<file path="src/rtl/la_pkg.sv">
// Shared types and constants for the logic-analyzer host interface.
//   cmd_state_t : command assembler states
//   rx_state_t  : UART receiver states
//   tx_state_t  : UART transmitter states
//   dbg_t       : bundle of all FSM states, exported for observation
//   FRAME_BITS  : start + 8 data + stop
//   ACK_CODE / NAK_CODE : response byte values used by the host protocol
//   cnt_w()     : counter width for a modulus, never below 1 bit
package la_pkg;

    typedef enum logic [1:0] {WAIT_HI, WAIT_LO, CMD_VALID} cmd_state_t;
    typedef enum logic [1:0] {RX_IDLE, RX_START, RX_DATA, RX_STOP} rx_state_t;
    typedef enum logic {TX_IDLE, TX_BUSY} tx_state_t;

    typedef struct packed {
        cmd_state_t cmd_st;
        rx_state_t  rx_st;
        tx_state_t  tx_st;
    } dbg_t;

    localparam int         FRAME_BITS = 10;
    localparam logic [7:0] ACK_CODE   = 8'hA5;
    localparam logic [7:0] NAK_CODE   = 8'hEE;

    function automatic int cnt_w(input int n);
        return ($clog2(n) < 1) ? 1 : $clog2(n);
    endfunction

endpackage

</file>
<file path="src/rtl/uart_cmd_wrapper_xcvr.sv">
// Byte-level UART transceiver, 8N1, full duplex with independent RX and TX.
//   clk, rst_n       : clock, async active-low reset
//   rx_i             : serial input (asynchronous, idle high)
//   rx_data_o        : received byte, valid while rx_rdy_o is high
//   rx_rdy_o         : one-cycle pulse, good stop bit seen
//   frame_err_o      : one-cycle pulse, stop bit read as 0 (byte dropped)
//   tx_o             : serial output (idle high)
//   tx_data_i        : byte to send, captured when tx_start_i is accepted
//   tx_start_i       : request a frame; ignored unless the transmitter is idle
//   tx_done_o        : one-cycle pulse on the last clock of the stop bit
//   rx_state_o, tx_state_o : FSM states for observation
module uart_xcvr
    import la_pkg::*;
#(
    parameter int BAUD_DIV = 868
) (
    input  logic       clk,
    input  logic       rst_n,
    input  logic       rx_i,
    output logic [7:0] rx_data_o,
    output logic       rx_rdy_o,
    output logic       frame_err_o,
    output logic       tx_o,
    input  logic [7:0] tx_data_i,
    input  logic       tx_start_i,
    output logic       tx_done_o,
    output rx_state_t  rx_state_o,
    output tx_state_t  tx_state_o
);

    localparam int          BW        = cnt_w(BAUD_DIV);
    localparam logic [BW-1:0] BAUD_LAST = BW'(BAUD_DIV - 1);
    localparam logic [BW-1:0] HALF_LAST = BW'(BAUD_DIV / 2 - 1);

    // ---------------- RX ----------------
    logic            rx_s1_q, rx_s2_q, rx_prev_q;
    rx_state_t       rx_state_q, rx_state_d;
    logic [BW-1:0]   rx_cnt_q, rx_cnt_d;
    logic [2:0]      rx_bit_q, rx_bit_d;
    logic [7:0]      rx_shift_q, rx_shift_d;

    always_ff @(posedge clk or negedge rst_n) begin
        if (!rst_n) begin
            rx_s1_q    <= 1'b1;
            rx_s2_q    <= 1'b1;
            rx_prev_q  <= 1'b1;
            rx_state_q <= RX_IDLE;
            rx_cnt_q   <= '0;
            rx_bit_q   <= '0;
            rx_shift_q <= '0;
        end else begin
            rx_s1_q    <= rx_i;
            rx_s2_q    <= rx_s1_q;
            rx_prev_q  <= rx_s2_q;
            rx_state_q <= rx_state_d;
            rx_cnt_q   <= rx_cnt_d;
            rx_bit_q   <= rx_bit_d;
            rx_shift_q <= rx_shift_d;
        end
    end

    always_comb begin
        rx_state_d  = rx_state_q;
        rx_cnt_d    = rx_cnt_q;
        rx_bit_d    = rx_bit_q;
        rx_shift_d  = rx_shift_q;
        rx_rdy_o    = 1'b0;
        frame_err_o = 1'b0;
        unique case (rx_state_q)
            RX_IDLE: begin
                if (rx_prev_q && !rx_s2_q) begin
                    rx_state_d = RX_START;
                    rx_cnt_d   = '0;
                end
            end
            RX_START: begin
                // Half a bit in: still low means a real start bit, else a glitch.
                if (rx_cnt_q == HALF_LAST) begin
                    rx_cnt_d = '0;
                    rx_bit_d = '0;
                    rx_state_d = rx_s2_q ? RX_IDLE : RX_DATA;
                end else begin
                    rx_cnt_d = rx_cnt_q + 1'b1;
                end
            end
            RX_DATA: begin
                if (rx_cnt_q == BAUD_LAST) begin
                    rx_cnt_d   = '0;
                    rx_shift_d = {rx_s2_q, rx_shift_q[7:1]};
                    if (rx_bit_q == 3'd7) rx_state_d = RX_STOP;
                    else                  rx_bit_d   = rx_bit_q + 1'b1;
                end else begin
                    rx_cnt_d = rx_cnt_q + 1'b1;
                end
            end
            RX_STOP: begin
                if (rx_cnt_q == BAUD_LAST) begin
                    rx_cnt_d    = '0;
                    rx_state_d  = RX_IDLE;
                    rx_rdy_o    = rx_s2_q;
                    frame_err_o = !rx_s2_q;
                end else begin
                    rx_cnt_d = rx_cnt_q + 1'b1;
                end
            end
            default: rx_state_d = RX_IDLE;
        endcase
    end

    assign rx_data_o  = rx_shift_q;
    assign rx_state_o = rx_state_q;

    // ---------------- TX ----------------
    tx_state_t       tx_state_q, tx_state_d;
    logic [BW-1:0]   tx_cnt_q, tx_cnt_d;
    logic [3:0]      tx_bit_q, tx_bit_d;
    logic [9:0]      tx_frame_q, tx_frame_d;

    always_ff @(posedge clk or negedge rst_n) begin
        if (!rst_n) begin
            tx_state_q <= TX_IDLE;
            tx_cnt_q   <= '0;
            tx_bit_q   <= '0;
            tx_frame_q <= '1;
        end else begin
            tx_state_q <= tx_state_d;
            tx_cnt_q   <= tx_cnt_d;
            tx_bit_q   <= tx_bit_d;
            tx_frame_q <= tx_frame_d;
        end
    end

    always_comb begin
        tx_state_d = tx_state_q;
        tx_cnt_d   = tx_cnt_q;
        tx_bit_d   = tx_bit_q;
        tx_frame_d = tx_frame_q;
        tx_done_o  = 1'b0;
        unique case (tx_state_q)
            TX_IDLE: begin
                if (tx_start_i) begin
                    tx_state_d = TX_BUSY;
                    tx_cnt_d   = '0;
                    tx_bit_d   = '0;
                    tx_frame_d = {1'b1, tx_data_i, 1'b0};
                end
            end
            TX_BUSY: begin
                // The shift register's bit 0 is always the level on the line.
                if (tx_cnt_q == BAUD_LAST) begin
                    tx_cnt_d = '0;
                    if (tx_bit_q == 4'(FRAME_BITS - 1)) begin
                        tx_state_d = TX_IDLE;
                        tx_done_o  = 1'b1;
                    end else begin
                        tx_bit_d   = tx_bit_q + 1'b1;
                        tx_frame_d = {1'b1, tx_frame_q[9:1]};
                    end
                end else begin
                    tx_cnt_d = tx_cnt_q + 1'b1;
                end
            end
            default: tx_state_d = TX_IDLE;
        endcase
    end

    assign tx_o       = (tx_state_q == TX_BUSY) ? tx_frame_q[0] : 1'b1;
    assign tx_state_o = tx_state_q;

endmodule

</file>
<file path="src/rtl/uart_cmd_wrapper.sv">
// Host-side front end: pairs received bytes into 16-bit commands (high byte
// first) and sends 8-bit responses back over the UART.
//   clk, rst_n             : clock, async active-low reset
//   RX / TX                : serial lines to the host (idle high)
//   cmd, cmd_rdy           : assembled command and its valid flag
//   clr_cmd_rdy            : consumer retires cmd (one-cycle pulse)
//   resp, send_resp        : response byte and one-cycle send request
//   resp_sent              : one-cycle pulse on the last clock of the stop bit
//   frame_err              : one-cycle pulse on a bad received stop bit
//   dbg_o                  : all FSM states, for observation only
//
// Handshake: cmd_rdy rises with a new cmd and both hold steady until the
// consumer pulses clr_cmd_rdy; cmd_rdy drops on the following edge. Bytes
// that arrive while cmd_rdy is high are dropped. clr_cmd_rdy while cmd_rdy is
// low does nothing. send_resp is accepted only while the transmitter is idle.
module uart_cmd_wrapper
    import la_pkg::*;
#(
    parameter int BAUD_DIV    = 868,
    parameter int TIMEOUT_CYC = 1000000
) (
    input  logic        clk,
    input  logic        rst_n,
    input  logic        RX,
    output logic        TX,
    output logic [15:0] cmd,
    output logic        cmd_rdy,
    input  logic        clr_cmd_rdy,
    input  logic [7:0]  resp,
    input  logic        send_resp,
    output logic        resp_sent,
    output logic        frame_err,
    output dbg_t        dbg_o
);

    localparam int          TW      = cnt_w(TIMEOUT_CYC);
    localparam logic [TW-1:0] TO_LAST = TW'(TIMEOUT_CYC - 1);

    logic [7:0] rx_data;
    logic       rx_rdy;
    rx_state_t  rx_state;
    tx_state_t  tx_state;

    uart_xcvr #(.BAUD_DIV(BAUD_DIV)) u_xcvr (
        .clk         (clk),
        .rst_n       (rst_n),
        .rx_i        (RX),
        .rx_data_o   (rx_data),
        .rx_rdy_o    (rx_rdy),
        .frame_err_o (frame_err),
        .tx_o        (TX),
        .tx_data_i   (resp),
        .tx_start_i  (send_resp),
        .tx_done_o   (resp_sent),
        .rx_state_o  (rx_state),
        .tx_state_o  (tx_state)
    );

    cmd_state_t      state_q, state_d;
    logic [7:0]      hi_q, hi_d;
    logic [15:0]     cmd_q, cmd_d;
    logic            rdy_q, rdy_d;
    logic [TW-1:0]   to_cnt_q, to_cnt_d;

    always_ff @(posedge clk or negedge rst_n) begin
        if (!rst_n) begin
            state_q  <= WAIT_HI;
            hi_q     <= '0;
            cmd_q    <= '0;
            rdy_q    <= 1'b0;
            to_cnt_q <= '0;
        end else begin
            state_q  <= state_d;
            hi_q     <= hi_d;
            cmd_q    <= cmd_d;
            rdy_q    <= rdy_d;
            to_cnt_q <= to_cnt_d;
        end
    end

    always_comb begin
        state_d  = state_q;
        hi_d     = hi_q;
        cmd_d    = cmd_q;
        rdy_d    = rdy_q;
        to_cnt_d = to_cnt_q;
        unique case (state_q)
            WAIT_HI: begin
                if (rx_rdy) begin
                    hi_d     = rx_data;
                    to_cnt_d = '0;
                    state_d  = WAIT_LO;
                end
            end
            WAIT_LO: begin
                // A byte landing on the expiry cycle still wins over the timeout.
                if (rx_rdy) begin
                    cmd_d   = {hi_q, rx_data};
                    rdy_d   = 1'b1;
                    state_d = CMD_VALID;
                end else if (to_cnt_q == TO_LAST) begin
                    state_d = WAIT_HI;
                end else begin
                    to_cnt_d = to_cnt_q + 1'b1;
                end
            end
            CMD_VALID: begin
                if (clr_cmd_rdy) begin
                    rdy_d   = 1'b0;
                    state_d = WAIT_HI;
                end
            end
            default: state_d = WAIT_HI;
        endcase
    end

    assign cmd     = cmd_q;
    assign cmd_rdy = rdy_q;
    assign dbg_o   = '{cmd_st: state_q, rx_st: rx_state, tx_st: tx_state};

endmodule
</file>
<file path="config.mk">
export PLATFORM = sky130hd
export DESIGN_NAME = uart_cmd_wrapper
export DESIGN_NICKNAME = d
export VERILOG_FILES = /design/src/rtl/la_pkg.sv /design/src/rtl/uart_cmd_wrapper_xcvr.sv /design/src/rtl/uart_cmd_wrapper.sv
export SDC_FILE = /design/constraint.sdc
export NUM_CORES = 1
export LEC_CHECK = 0
export CORE_UTILIZATION = 55
export CTS_CLUSTER_DIAMETER = 200
export DETAILED_ROUTE_END_ITERATION = 10
export GPL_ROUTABILITY_DRIVEN = 0
export HOLD_SLACK_MARGIN = 0.03
export PLACE_DENSITY_LB_ADDON = 0.15
export SLEW_MARGIN = 20
export SYNTH_ARGS = -nofsm -noshare
export SYNTH_HDL_FRONTEND = slang
export SYNTH_SLANG_ARGS = --single-unit
</file>
<file path="constraint.sdc">
create_clock -name clk -period 2.76 [get_ports clk]
set_clock_uncertainty 0.2 [all_clocks]
set_input_delay 0.276 -clock clk [delete_from_list [all_inputs] [get_ports clk]]
set_output_delay 0.276 -clock clk [all_outputs]
set_load 0.05 [all_outputs]
</file>
==> results.json <==
{
  "max_freq_ghz": 0.396,
  "rows": 34,
  "critPathRequiredTime_ps": 2280,
  "core_area_sq_um": 8760,
  "diodes": 0,
  "yosysSeqAreaShare_pct": 48.8,
  "final_cell_mix": "85 x dfrtp_1, 59 x nand2_1, 37 x mux2_2",
  "cap_violations": 0,
  "cts_root_buf": "clkbuf_8",
  "area_growth_pct": 13.8,
  "hold_ws_ps": 128,
  "routed_wl_um": 9940,
  "critPathKind": "register to primary output",
  "cp.arrival_ps": 2050,
  "top_layer": "met4",
  "postSynthNetCount": 496,
  "synth_top_area_share_pct": 42.5,
  "antenna_found_initial": 0,
  "drive_above_1_share_pct": 20.3,
  "cts.clk_slew.worst_paths_ps": 90,
  "fin_crit_ps": 2530,
  "period_share_pct": 91.5,
  "postRouteAntennaNets": 0,
  "max-vdd-ir-drop_uv": 372,
  "p_total_uw": 3250,
  "final_nets": 533,
  "multi_input_area_sq_um": 2310,
  "cts_tree": "built",
  "overflow": 0,
  "p_leak_uw": 0.00251,
  "port_buffers": 37,
  "clkSinkCount": 97,
  "wl_met2_um": 4760,
  "start_util_pct": 57.1,
  "end_kind": "primary output",
  "grt_pass1_vias": 3472,
  "syn-mean-instance-area_sq_um": 10.5,
  "final_common_cell": "dfrtp_1",
  "final_util_pct": 64.9,
  "wl_per_cell_um": 15.9,
  "drc": 0,
  "setup_viol": 0,
  "vias_per_cell": 5.91,
  "wl_met3_um": 270,
  "die_area_sq_um": 9480,
  "slew_violations": 0,
  "first_iter_violations": 147,
  "die_x_um": 97.4,
  "synthesis.instances": 475,
  "synthArstFlopShare_pct": 100,
  "stdcell_count": 625,
  "htreeDepth": 3,
  "tns_ps": 0,
  "hpwlAfterDp_um": 6980,
  "synth.area.top_cells": "dfrtp_1 43%, mux2_2 8.3%, dfstp_2 6.3%",
  "firstDrtPassIters": 4,
  "grt_max_degree": 51,
  "cts_buffer_depth": 2,
  "worstMarginPinSlew_ps": 737,
  "grt_pass1_wl_um": 17000,
  "yosys_warnings": 0,
  "ys_ff_latch": 97,
  "die_h_um": 97.4,
  "dpl.cell_count": 608,
  "cts_resized": 0,
  "synth_edf_count": 0,
  "rsz0062_at_grt": "false",
  "cts_buffers": 9,
  "startpoint_type": "register",
  "wl_met1_um": 4830,
  "status": "completed",
  "track_usage_pct": 22.1,
  "synth_ff_type": "dfrtp_1",
  "hp-class": "primary input to register",
  "yosys.area.top_type": "dfrtp_1",
  "fillerInstances": 698,
  "maxSlewHeadroom_pct": 50.9,
  "clk_latency_ps": 350,
  "regArea_sq_um": 2440,
  "synth_cell_types": 74,
  "hold_viol": 0,
  "io_pins": 38,
  "synth_area_sq_um": 5000,
  "via_count": 3696,
  "crit_fanout": 6,
  "p_per_area_nw_per_um2": 571
}
## cells by family after synthesis
group / count (synthesis) / share of synthesized area [%]
and+or+nand+nor: 179 / 20.0
DFF: 97 / 48.8
AOI/OAI and AO/OA: 88 / 12.7
buffers and inverters: 51 / 5.08
muxes: 49 / 10.9
adders and majority gates: 8 / 2.00
xor gates and xnor gates: 3 / 0.525
## path summary, 6_finish.rpt
check	slack [ps]	from	endpoint	cells after the start
min	130	RX	u_xcvr.rx_s1_q	1
min reg2reg	160	u_xcvr.rx_s1_q	u_xcvr.rx_s2_q	0
max reg2reg	390	u_xcvr.rx_cnt_q[0]	cmd[14]	5
min in group asynchronous	270	rst_n	u_xcvr.tx_cnt_q[7]	2
max in group asynchronous	1390	rst_n	u_xcvr.tx_frame_q[8]	3
max	230	u_xcvr.rx_cnt_q[0]	frame_err	5
## synth_stat cells, types with 7 or more instances
cell type	instances
dfstp_2	12
or3_1	7
nor3_1	8
a31oi_1	11
nor2_1	21
nand2_1	59
mux2i_1	10
nand3_1	23
a21oi_1	7
clkbuf_1	9
dfrtp_1	85
o21ai_0	21
and3_1	12
mux2_2	37
nand4_1	13
inv_1	26
ha_1	8
## critical path, stage by stage, from the launching register on
cell      delay (ps)
dfrtp_1          410
ha_1             210
and4bb_2         320
nand4_1          280
nor3_2           300
buf_12           180
## cell type report
cell class	instances	share of cell area (%)
well taps	108	2.37
inverters	27	1.78
repair buffers	50	8.79
clock buffers	10	2.42
flip-flops and latches	97	42.9
clock inverters	6	1.12
multi-input cells	327	40.6
## metrics by stage
stage	setup slack [ps]	instance area, sq um
2_1_floorplan	405	5010
3_3_place_gp	409	5480
3_5_place_dp	405	5480
4_1_cts	221	5690
5_1_grt	78.5	5690
6_report	234	5690
## power by group
part	switching [uW]	total (uW)	internal (uW)
registers	191	1810	1610
clock network	497	943	446
logic	251	500	249
total	939	3250	2310
## metal layers
layer  global-route usage [%]  vias up
li1                         -     1792
met1                     31.7     1834
met2                     35.3       62
met3                     3.24        8
met4                     6.00        0
met5                        0        -
## what timing repair did
item                      CTS  global route
hold endpoints to repair   45             0
hold buffers                1             0
setup buffers               0             0
## sequential cells by signal (all words and copies together) (netlist names), named ones only
register,count
to_cnt_q,20
cmd,16
u_xcvr.rx_cnt_q,10
u_xcvr.tx_cnt_q,10
u_xcvr.tx_frame_q,9
hi_q,8
u_xcvr.rx_data_o,8
u_xcvr.tx_bit_q,4
u_xcvr.rx_bit_q,3
state_q,2
cmd_rdy,1
u_xcvr.rx_prev_q,1
u_xcvr.rx_s1_q,1
u_xcvr.rx_s2_q,1
u_xcvr.rx_state_o,1
u_xcvr.tx_state_o,1
Power figures use the tool's default switching activity.
